<file path="config.mk">
export PLATFORM = sky130hd
export DESIGN_NAME = frog_score_keeper
export DESIGN_NICKNAME = d
export VERILOG_FILES = /design/src/rtl/frogger_pkg.sv /design/src/rtl/seg7.sv /design/src/rtl/frog_score_keeper.sv
export SDC_FILE = /design/constraint.sdc
export NUM_CORES = 1
export LEC_CHECK = 0
export CORE_MARGIN = 2
export CORE_UTILIZATION = 54
export DETAILED_ROUTE_END_ITERATION = 8
export GPL_ROUTABILITY_DRIVEN = 0
export PLACE_DENSITY = 0.93
export SYNTH_ARGS = -nofsm -noshare
export SYNTH_HDL_FRONTEND = slang
export SYNTH_SLANG_ARGS = --single-unit
</file>
<file path="constraint.sdc">
create_clock -name clk -period 3 [get_ports clk]
set_input_delay 0.3 -clock clk [delete_from_list [all_inputs] [get_ports clk]]
set_output_delay 0.3 -clock clk [all_outputs]
set_load 0.05 [all_outputs]
</file>
<file path="src/rtl/frogger_pkg.sv">
// Shared types and helpers for the frogger score keeper.
// State encoding, BCD digit type, seven-segment constant.
package frogger_pkg;

  typedef enum logic [2:0] {
    IDLE,
    SCORE,
    DEAD,
    WAIT_LOW,
    GAME_OVER
  } state_t;

  typedef logic [3:0] bcd_t;

  localparam logic [6:0] SEG_ZERO = 7'b1000000;

  // One ripple stage of a BCD increment: returns {carry_out, digit}.
  function automatic logic [4:0] bcd_step(
    input bcd_t d,
    input logic cin
  );
    if (!cin)
      return {1'b0, d};
    if (d == 4'd9)
      return {1'b1, 4'd0};
    return {1'b0, d + 4'd1};
  endfunction

endpackage

</file>
<file path="src/rtl/seg7.sv">
// BCD digit to active-low seven-segment pattern (bit 6 = g).
// Non-decimal codes blank the digit.
module seg7
  import frogger_pkg::*;
(
  input  logic [3:0] bcd,
  output logic [6:0] inverse
);

  always_comb begin
    inverse = 7'b1111111;
    unique case (bcd)
      4'd0:    inverse = SEG_ZERO;
      4'd1:    inverse = 7'b1111001;
      4'd2:    inverse = 7'b0100100;
      4'd3:    inverse = 7'b0110000;
      4'd4:    inverse = 7'b0011001;
      4'd5:    inverse = 7'b0010010;
      4'd6:    inverse = 7'b0000010;
      4'd7:    inverse = 7'b1111000;
      4'd8:    inverse = 7'b0000000;
      4'd9:    inverse = 7'b0010000;
      default: inverse = 7'b1111111;
    endcase
  end

endmodule

</file>
<file path="src/rtl/frog_score_keeper.sv">
// Frogger score, level and lives tracker with HEX display drive.
// Optional HIGH_SCORE_EN adds a high_score_bcd output.
module frog_score_keeper
  import frogger_pkg::*;
#(
  parameter int DIGITS     = 2,
  parameter int LIVES      = 3,
  parameter int LEVEL_STEP = 5
) (
  input  logic                  clk,
  input  logic                  reset,
  input  logic                  frog_reached_top,
  input  logic                  frog_died,
  output logic                  mid_reset,
  output logic                  level_up,
  output logic                  game_over,
  output logic [4*DIGITS-1:0]   score_bcd,
  output logic [7*DIGITS-1:0]   score_seg,
  output logic [3:0]            level,
`ifdef HIGH_SCORE_EN
  output logic [4*DIGITS-1:0]   high_score_bcd,
`endif
  output logic [2:0]            lives
);

  localparam logic [3:0] STEP_MAX = 4'(LEVEL_STEP - 1);

  state_t              state;
  logic                top_q;
  logic                died_q;
  logic                top_prev;
  logic                died_prev;
  logic                reach_edge;
  logic                die_edge;
  logic [4*DIGITS-1:0] score_q;
  logic [4*DIGITS-1:0] score_inc;
  logic                sat;
  logic [3:0]          step_q;

  assign reach_edge = top_q & ~top_prev;
  assign die_edge   = died_q & ~died_prev;

  // Carry out of the top digit means every digit was 9.
  always_comb begin
    logic c;
    c = 1'b1;
    score_inc = '0;
    for (int i = 0; i < DIGITS; i++) begin
      {c, score_inc[4*i +: 4]} = bcd_step(score_q[4*i +: 4], c);
    end
    sat = c;
  end

  always_ff @(posedge clk or posedge reset) begin
    if (reset) begin
      state     <= IDLE;
      top_q     <= 1'b0;
      died_q    <= 1'b0;
      top_prev  <= 1'b0;
      died_prev <= 1'b0;
      score_q   <= '0;
      step_q    <= '0;
      level     <= '0;
      lives     <= 3'(LIVES);
      level_up  <= 1'b0;
      game_over <= 1'b0;
    end else begin
      top_q     <= frog_reached_top;
      died_q    <= frog_died;
      top_prev  <= top_q;
      died_prev <= died_q;
      level_up  <= 1'b0;
      unique case (state)
        IDLE: begin
          if (die_edge) begin
            state <= DEAD;
            lives <= lives - 3'd1;
          end else if (reach_edge) begin
            state <= SCORE;
            if (!sat) begin
              score_q <= score_inc;
              if (step_q == STEP_MAX) begin
                step_q   <= '0;
                level_up <= 1'b1;
                if (level != 4'd15)
                  level <= level + 4'd1;
              end else begin
                step_q <= step_q + 4'd1;
              end
            end
          end
        end
        SCORE:
          state <= WAIT_LOW;
        DEAD: begin
          if (lives == 3'd0) begin
            state     <= GAME_OVER;
            game_over <= 1'b1;
          end else begin
            state <= WAIT_LOW;
          end
        end
        WAIT_LOW:
          if (!top_q && !died_q)
            state <= IDLE;
        GAME_OVER:
          state <= GAME_OVER;
        default:
          state <= IDLE;
      endcase
    end
  end

  assign mid_reset = (state == SCORE) | (state == DEAD);
  assign score_bcd = score_q;

`ifdef HIGH_SCORE_EN
  // Packed BCD orders the same as its numeric value.
  always_ff @(posedge clk or posedge reset) begin
    if (reset)
      high_score_bcd <= '0;
    else if (score_q > high_score_bcd)
      high_score_bcd <= score_q;
  end
`endif

  for (genvar i = 0; i < DIGITS; i++) begin : g_seg
    seg7 u_seg (
      .bcd     (score_q[4*i +: 4]),
      .inverse (score_seg[7*i +: 7])
    );
  end

endmodule

</file>
==> impl_metrics.tcl, run 1 <==
set metrics [dict create \
    ff2ff_setup_slack_ns 0.87 \
    fin_skew_ns 0.00254 \
    fin_util 0.721 \
    layout_commonest_cell "clkdlybuf4s50_1" \
    nNetsFinal 236 \
    path_cells "inv_1, ha_1, or2_2, a21oi_1, a31oi_1, clkdlybuf4s50_1" \
    cts.clk_slew.worst_paths_ns 0.14 \
    critical_path.top_delay_family "buffers and inverters" \
    arrival_ns 2.42 \
    cp-end-kind "output pin" \
    hp-class "in -> async" \
    ant_nets 0 \
    die_y_um 59.1 \
    grt_pass1_vias 1220 \
    clk_latency_ns 0.32 \
    maxCapViolations 0 \
    grt-ovfl-total 0 \
    rr_startpoint "score_bcd[1]" \
    cts.sinks 28 \
    tightest_slew_ns 0.593 \
    setup_viol 0 \
    critical_path.max_stage_delay_ns 0.72 \
    grt_pass1_wl_um 5150 \
    ys_seq_elements 28 \
    worst-r2r-cell-count 6 \
    cts_resized 0 \
    cts_root_buffer "clkbuf_4" \
    slew_viol_final 0 \
    stdcell_count 247 \
    synth_top_family_by_area "simple AND/OR/NAND/NOR gates" \
    critPathSlowestCell "clkdlybuf4s50_1" \
    vdd_drop_max_mv 0.578 \
    antenna_found_initial 0 \
    p_leak_uw 0.000908 \
    synthAdderAreaFrac 0.115 \
    syn_area_per_cell_um2 9.05 \
    hpwlAfterDp_um 2290 \
    synthMuxAreaShare 0.0344 \
    vias 1340 \
    dr.pass1.iters 4 \
    max_freq_mhz 368 \
    worstReg2RegEnd "level[2]" \
    synth-xor-area-share 0.0374 \
    synth_compound_area_frac 0.124 \
    critPathKind "reg -> out" \
    grt_usage 0.189 \
    final_cell_mix "35 x clkdlybuf4s50_1, 26 x dfrtp_1, 24 x nand2_1" \
    viasPerCell 5.43 \
    grt_start_max_net_pins 23 \
    post_cts_buffers 0 \
    rsz0062_at_grt "false" \
    critPathMaxFanout 8 \
    dieArea_um2 3490 \
    start_kind "flip-flop" \
    initial_core_util 0.579 \
    relSlewSlack 0.605 \
    clockBufferDepth 2 \
    finalCritPeriodShare 0.906 \
    numCtsBuffers 3 \
    final-hold-violation-count 0 \
    area_delta_synth_final_pct 24.5 \
    wirelength_um 3010 \
    period_needed_ns 2.72 \
    placedCellCount 243 \
    power_density_nw_per_um2 774 \
    drt-wirelength-per-cell_um 12.2 \
    fin_tns_setup_ns 0 \
    synthesis.area_um2 1640 \
    rows 19 \
    diodes 0 \
    port_buffers 35 \
    synth_simple_gate_area_share 0.211 \
    ioPinCount 36 \
    synth_fp_nets 200 \
    layout-drive-gt1-share 0.0694 \
    dr.first_iter.drc_count 65 \
    yosysWarnings 0 \
    power_uw 1580 \
    ys_types 33 \
    drcViolationCount 0 \
    die_x_um 59.1 \
    h-tree-depth 1 \
    outcome "finished clean" \
    cts_tree "built" \
    syn-instance-count 181 \
    whs_ns 0.198 \
    postCtsHoldBufs 0 \
    cp.required_ns 2.70 \
    yosysSeqAreaShare 0.429 \
    core_area_um2 2830 \
    crit_buf_inv 2 \
]
[power by group]
part	internal, µW	total, µW	switching [µW]
Clock	52.1	155	103
Combinational	308	877	569
Sequential	455	546	91.3
[sequential cells by signal, indices dropped and copies added (netlist names)]
signal,count
lives,3
game_over,1
died_prev,1
level,4
score_bcd,8
state,3
step_q,4
died_q,1
level_up,1
top_prev,1
top_q,1
[layer usage]
layer,GRT usage,routed length (µm),vias up
met2,0.317,1480,35
met4,0.0877,65,0
li1,-,-,681
met5,0,0,-
met3,0.0153,90,7
met1,0.249,1370,617
[cell type report]
cell class              count  area (µm²)
flip-flops and latches     28         703
clock buffers               4        26.3
fillers                   223         790
repair buffers             36         358
well taps                  31        38.8
multi-input cells         132         853
inverters                  16        60.1
[through the flow]
stage / setup WS [ns] / area (µm²)
finish: 0.281 / 2040
global route: 0.125 / 2040
CTS: 0.268 / 2040
detailed placement: 0.651 / 2010
global placement: 0.723 / 2010
floorplan: 0.347 / 1640
[worst max path at each step]
stage                  from            end  slack, ns  cells past startpoint
2_1_floorplan  score_bcd[1]   score_seg[4]       0.35                      5
3_3_place_gp   score_bcd[1]   score_seg[3]       0.72                      6
3_5_place_dp   score_bcd[5]  score_seg[10]       0.65                      6
4_1_cts        score_bcd[1]   score_seg[3]       0.27                      6
5_1_grt        score_bcd[5]  score_seg[10]       0.13                      6
6_report       score_bcd[1]   score_seg[3]       0.28                      6
[cell usage after synthesis, drive strengths merged]
master / count / area (µm²)
inv: 16 / 60.1
o21ai: 20 / 100
o31ai: 1 / 7.51
and3b: 2 / 17.5
or4: 1 / 7.51
and3: 1 / 6.26
o2111ai: 1 / 15.0
or2: 2 / 12.5
buf: 2 / 10.0
nor3: 5 / 41.3
nand2b: 3 / 18.8
nand2: 24 / 90.1
nand4: 1 / 6.26
xor2: 2 / 17.5
dfstp: 2 / 52.6
xnor2: 5 / 43.8
a21o: 1 / 7.51
a21oi: 8 / 40.0
nor2b: 1 / 6.26
clkbuf: 3 / 11.3
ha: 15 / 188
a32o: 1 / 10.0
nand3b: 3 / 26.3
nor2: 18 / 67.6
mux2: 5 / 56.3
a311o: 1 / 10.0
dfrtp: 26 / 651
nand3: 9 / 45.0
a31oi: 2 / 12.5
[cell families (layout without fill, tap and decap cells)]
logic type,Yosys count,count (layout)
AO/OA/AOI/OAI,35,35
XOR/XNOR,7,7
adder cells (fa/ha/maj),15,15
buffers and inverters,21,56
flip-flops,28,28
multiplexers,5,5
AND/OR/NAND/NOR,70,70
Note: power is estimated with default switching activity, not from simulation.
==> inputs of run 2 (changes only) <==
--- a/config.mk
+++ b/config.mk
@@ -5,11 +5,10 @@
 export SDC_FILE = /design/constraint.sdc
 export NUM_CORES = 1
 export LEC_CHECK = 0
-export CORE_MARGIN = 2
-export CORE_UTILIZATION = 54
+export CORE_UTILIZATION = 45
 export DETAILED_ROUTE_END_ITERATION = 8
 export GPL_ROUTABILITY_DRIVEN = 0
-export PLACE_DENSITY = 0.93
+export PLACE_DENSITY = 0.75
 export SYNTH_ARGS = -nofsm -noshare
 export SYNTH_HDL_FRONTEND = slang
 export SYNTH_SLANG_ARGS = --single-unit
==> constraint.sdc (replaced) <==
create_clock -name clk -period 2.45 [get_ports clk]
set_input_delay 0.245 -clock clk [delete_from_list [all_inputs] [get_ports clk]]
set_output_delay 0.245 -clock clk [all_outputs]
set_load 0.05 [all_outputs]
==> run 2 against run 1 <==
Hold slack improved by 0.068 ns; power grew 22%; clock power up 40%; die area grew 11%; via count down 3.0%; cell count increased by 6.5%; highest routed layer unchanged.
==> impl_metrics.tcl, run 2 (synthesis gave the netlist of run 1 again) <==
set metrics [dict create \
    dr.first_iter.drc_count 76 \
    numCtsBuffers 3 \
    arrival_ns 1.98 \
    fin_tns_setup_ns 0 \
    outcome "finished clean" \
    cts_root_buffer "clkbuf_4" \
    setup_viol 0 \
    p_leak_uw 0.000986 \
    viasPerCell 4.94 \
    cp.required_ns 2.20 \
    tightest_slew_ns 0.599 \
    hpwlAfterDp_um 2100 \
    port_buffers 35 \
    initial_core_util 0.479 \
    rsz0062_at_grt "false" \
    finalCritPeriodShare 0.908 \
    die_y_um 62.3 \
    cts.clk_slew.worst_paths_ns 0.14 \
    final_area_um2 2060 \
    dieArea_um2 3890 \
    vias 1300 \
    cts_tree "built" \
    period_needed_ns 2.22 \
    area_delta_synth_final_pct 26.1 \
    maxCapViolations 0 \
    rows 21 \
    h-tree-depth 1 \
    grt_usage 0.161 \
    cts.sinks 28 \
    cp-end-kind "output pin" \
    layout-drive-gt1-share 0.0922 \
    postCtsHoldBufs 0 \
    power_density_nw_per_um2 936 \
    dr.pass1.iters 4 \
    max_freq_mhz 450 \
    dpl_cell_area_um2 2040 \
    grt_pass1_vias 1170 \
    fin_skew_ns 0.00428 \
    clk_latency_ns 0.32 \
    die_x_um 62.3 \
    critPathMaxFanout 7 \
    grt_start_max_net_pins 29 \
    drcViolationCount 0 \
    grt-ovfl-total 0 \
    post_cts_buffers 0 \
    path_cells "ha_1, or2_2, a21oi_1, a31oi_1, dlygate4sd2_1" \
    fin_util 0.604 \
    grt_pass1_wl_um 5080 \
    diodes 0 \
    critPathSlowestCell "dfrtp_1" \
    core_area_um2 3420 \
    relSlewSlack 0.601 \
    start_kind "flip-flop" \
    vdd_drop_max_mv 0.512 \
    power_uw 1930 \
    critical_path.max_stage_delay_ns 0.47 \
    layout_commonest_cell "dfrtp_1" \
    drt-wirelength-per-cell_um 10.8 \
    wirelength_um 2830 \
    slew_viol_final 0 \
    critPathKind "reg -> out" \
    clockBufferDepth 2 \
    ioPinCount 36 \
    ant_nets 0 \
    largest_register_ffs 8 \
    final_cell_mix "26 x dfrtp_1, 24 x nand2_1, 21 x clkdlybuf4s50_1" \
    hp-class "in -> async" \
    nNetsFinal 237 \
    final-hold-violation-count 0 \
    antenna_found_initial 0 \
]
[run 2: what timing repair did]
action / CTS / global route
gates resized for setup: 9 / 9
endpoints found under the setup margin: 9 / 6
cloned: 0 / 0
[run 2: cell type report]
cell class              count  area (µm²)
multi-input cells         132         853
well taps                  46        57.6
repair buffers             37         354
clock buffers               4        36.3
flip-flops and latches     28         703
inverters                  16        60.1
fillers                   315        1350
[run 2: final timing paths]
kind / cells past startpoint / from / end / slack [ns]
max in group asynchronous: 3 / reset / lives[0] / 1.88
hold / removal: 3 / reset / level_up / 0.27
hold reg to reg: 0 / top_q / top_prev / 0.42
setup reg to reg: 6 / score_bcd[5] / level[1] / 0.39
min in group clk: 1 / frog_died / died_q / 0.35
setup / recovery: 5 / score_bcd[0] / score_seg[3] / 0.23
[run 2: report_power, final]
part / switching, µW / internal [µW]
Combinational: 709 / 352
Sequential: 97.0 / 557
Clock: 126 / 90.8
[run 2: metal layers]
layer  global-route usage  vias to the layer above  part of all wire
met5                    0                        -                 0
met4               0.0610                        0             0.013
met3               0.0221                        4             0.026
met2                0.264                       23              0.46
met1                0.217                      592              0.50
li1                     -                      681                 -
[run 2: worst max-delay path: cells and delay by family, from the launching register on]
family | cells | cell delay (ns)
DFF | 1 | 0.47
buffers and inverters | 1 | 0.44
and+or+nand+nor | 1 | 0.27
adders and majority gates | 1 | 0.25
AOI/OAI and AO/OA | 2 | 0.23
[run 2: stage by stage]
stage,worst slack [ns],hold WS (ns),cells
floorplan,0.0757,0.276,181
global placement,0.246,0.389,259
detailed placement,0.204,0.389,259
CTS,0.0102,0.267,263
global route,0.0823,0.291,263
finish,0.225,0.266,263
==> inputs of run 3 (changes only) <==
--- a/config.mk
+++ b/config.mk
@@ -5,10 +5,12 @@
 export SDC_FILE = /design/constraint.sdc
 export NUM_CORES = 1
 export LEC_CHECK = 0
-export CORE_UTILIZATION = 45
+export CELL_PAD_IN_SITES_DETAIL_PLACEMENT = 1
+export CELL_PAD_IN_SITES_GLOBAL_PLACEMENT = 2
+export CORE_UTILIZATION = 27
 export DETAILED_ROUTE_END_ITERATION = 8
 export GPL_ROUTABILITY_DRIVEN = 0
-export PLACE_DENSITY = 0.75
+export PLACE_DENSITY_LB_ADDON = 0.1
 export SYNTH_ARGS = -nofsm -noshare
 export SYNTH_HDL_FRONTEND = slang
 export SYNTH_SLANG_ARGS = --single-unit
==> run 3 against run 2 <==
Via count increased by 5.6%; sequential cell count unchanged; cell count increased by 11%; combinational power about the same; die area increased by 64%; hold slack improved by 0.069 ns; routed wire length increased by 34%; sequential power increased by 3%; critical path type unchanged; largest power group unchanged.
==> impl_metrics.tcl, run 3 (synthesis gave the netlist of run 1 again) <==
set metrics [dict create \
    grt_most_used_layer "met2" \
    critPathKind "reg -> out" \
    start_kind "flip-flop" \
    critPathMaxFanout 6 \
    layout-drive-gt1-share 0.110 \
    grt_pass1_wl_um 6790 \
    diodes 0 \
    fin_tns_setup_ns 0 \
    die_y_um 79.9 \
    p_leak_uw 0.00103 \
    stdcell_count 293 \
    grt_use_met1 0.175 \
    rsz0062_at_grt "false" \
    grt_use_met2 0.232 \
    finalCritPeriodShare 0.892 \
    fin_util 0.366 \
    wirelength_um 3790 \
    h-tree-depth 1 \
    grt_start_max_net_pins 29 \
    grt_usage 0.134 \
    ioPinCount 36 \
    post_cts_buffers 0 \
    max_freq_mhz 458 \
    initial_core_util 0.278 \
    final_cell_mix "26 x dfrtp_1, 24 x nand2_1, 21 x clkdlybuf4s50_1" \
    cts_tree "built" \
    setup_viol 0 \
    die_x_um 79.9 \
    clockBufferDepth 2 \
    clk_latency_ns 0.27 \
    tightest_slew_ns 0.634 \
    core_area_um2 5890 \
    arrival_ns 1.94 \
    maxCapViolations 0 \
    cp.required_ns 2.20 \
    viasPerCell 4.69 \
    antenna_found_initial 0 \
    nNetsFinal 238 \
    grt-ovfl-total 0 \
    hpwlAfterDp_um 2850 \
    final-hold-violation-count 0 \
    layout_commonest_cell "dfrtp_1" \
    area_delta_synth_final_pct 31.4 \
    dr.pass1.iters 3 \
    cts_root_buffer "clkbuf_8" \
    cts.sinks 28 \
    cts.clk_slew.worst_paths_ns 0.10 \
    fin_skew_ns 0.00347 \
    ant_nets 0 \
    slew_viol_final 0 \
    power_density_nw_per_um2 977 \
    vdd_drop_max_mv 0.564 \
    relSlewSlack 0.577 \
    outcome "finished clean" \
    grt_pass1_vias 1459 \
    period_needed_ns 2.18 \
    placedCellCount 289 \
    largest_register_ffs 8 \
    hp-class "in -> async" \
    drt-wirelength-per-cell_um 12.9 \
    drcViolationCount 0 \
    cp-end-kind "output pin" \
    numCtsBuffers 3 \
    rows 28 \
    port_buffers 35 \
    vias 1373 \
    grtUsageMet3 0.0114 \
    dr.first_iter.drc_count 37 \
    dieArea_um2 6380 \
]
-- run 3: changes by cell type in the layout (fill, tap and decap cells not counted), sizes merged --
cell	previous run	this run
dlygate4sd2	7	2
clkbuf	6	3
dlymetal6s2s	4	6
buf	3	9
bufinv	0	1
-- run 3: final timing paths --
kind | start | to | slack, ns | cells after the start
worst min register to register | top_q | top_prev | 0.41 | 0
worst max-delay path | score_bcd[4] | score_seg[10] | 0.27 | 5
worst max register to register | score_bcd[1] | level[1] | 0.38 | 6
max in group asynchronous | reset | lives[0] | 1.80 | 3
worst min-delay path | reset | level[3] | 0.33 | 3
min in group clk | frog_reached_top | top_q | 0.41 | 1
-- run 3: through the flow --
stage               area, µm²  worst slack [ns]  total power, µW  hold WS (ns)
finish                   2150             0.266             2100         0.334
global route             2150             0.162             2260         0.351
CTS                      2140            0.0103             2140         0.333
detailed placement       2070             0.292             1770         0.392
global placement         2070             0.313             1740         0.388
floorplan                1640            0.0757             1430         0.276
-- run 3: area by class of cell --
cell class              count  area (µm²)
fillers                   707        3730
clock inverters             1        30.0
multi-input cells         132         853
well taps                  75        93.8
flip-flops and latches     28         703
clock buffers               3        41.3
inverters                  16        60.1
repair buffers             38         370
-- run 3: critical path, cell delays in order (launching register included) --
cell,delay [ns]
dfrtp_1,0.45
ha_1,0.25
or2_2,0.27
a21oi_1,0.19
a31oi_1,0.06
dlygate4sd2_1,0.45
-- run 3: repair_timing --
item / 4_1_cts / 5_1_grt
gates cloned: 0 / 0
resized for setup: 2 / 6
hold buffers: 0 / 0
setup endpoints to repair: 2 / 6
-- run 3: routing by layer --
metal | vias to the layer above | part of all wire
met2 | 24 | 0.50
met1 | 668 | 0.47
met5 | - | 0
met4 | 0 | 0.0074
met3 | 2 | 0.029
li1 | 679 | -
-- run 3: power breakdown --
part	total, µW	internal, µW	switching [µW]
combinational	1070	363	705
clock	363	219	145
sequential	671	557	114
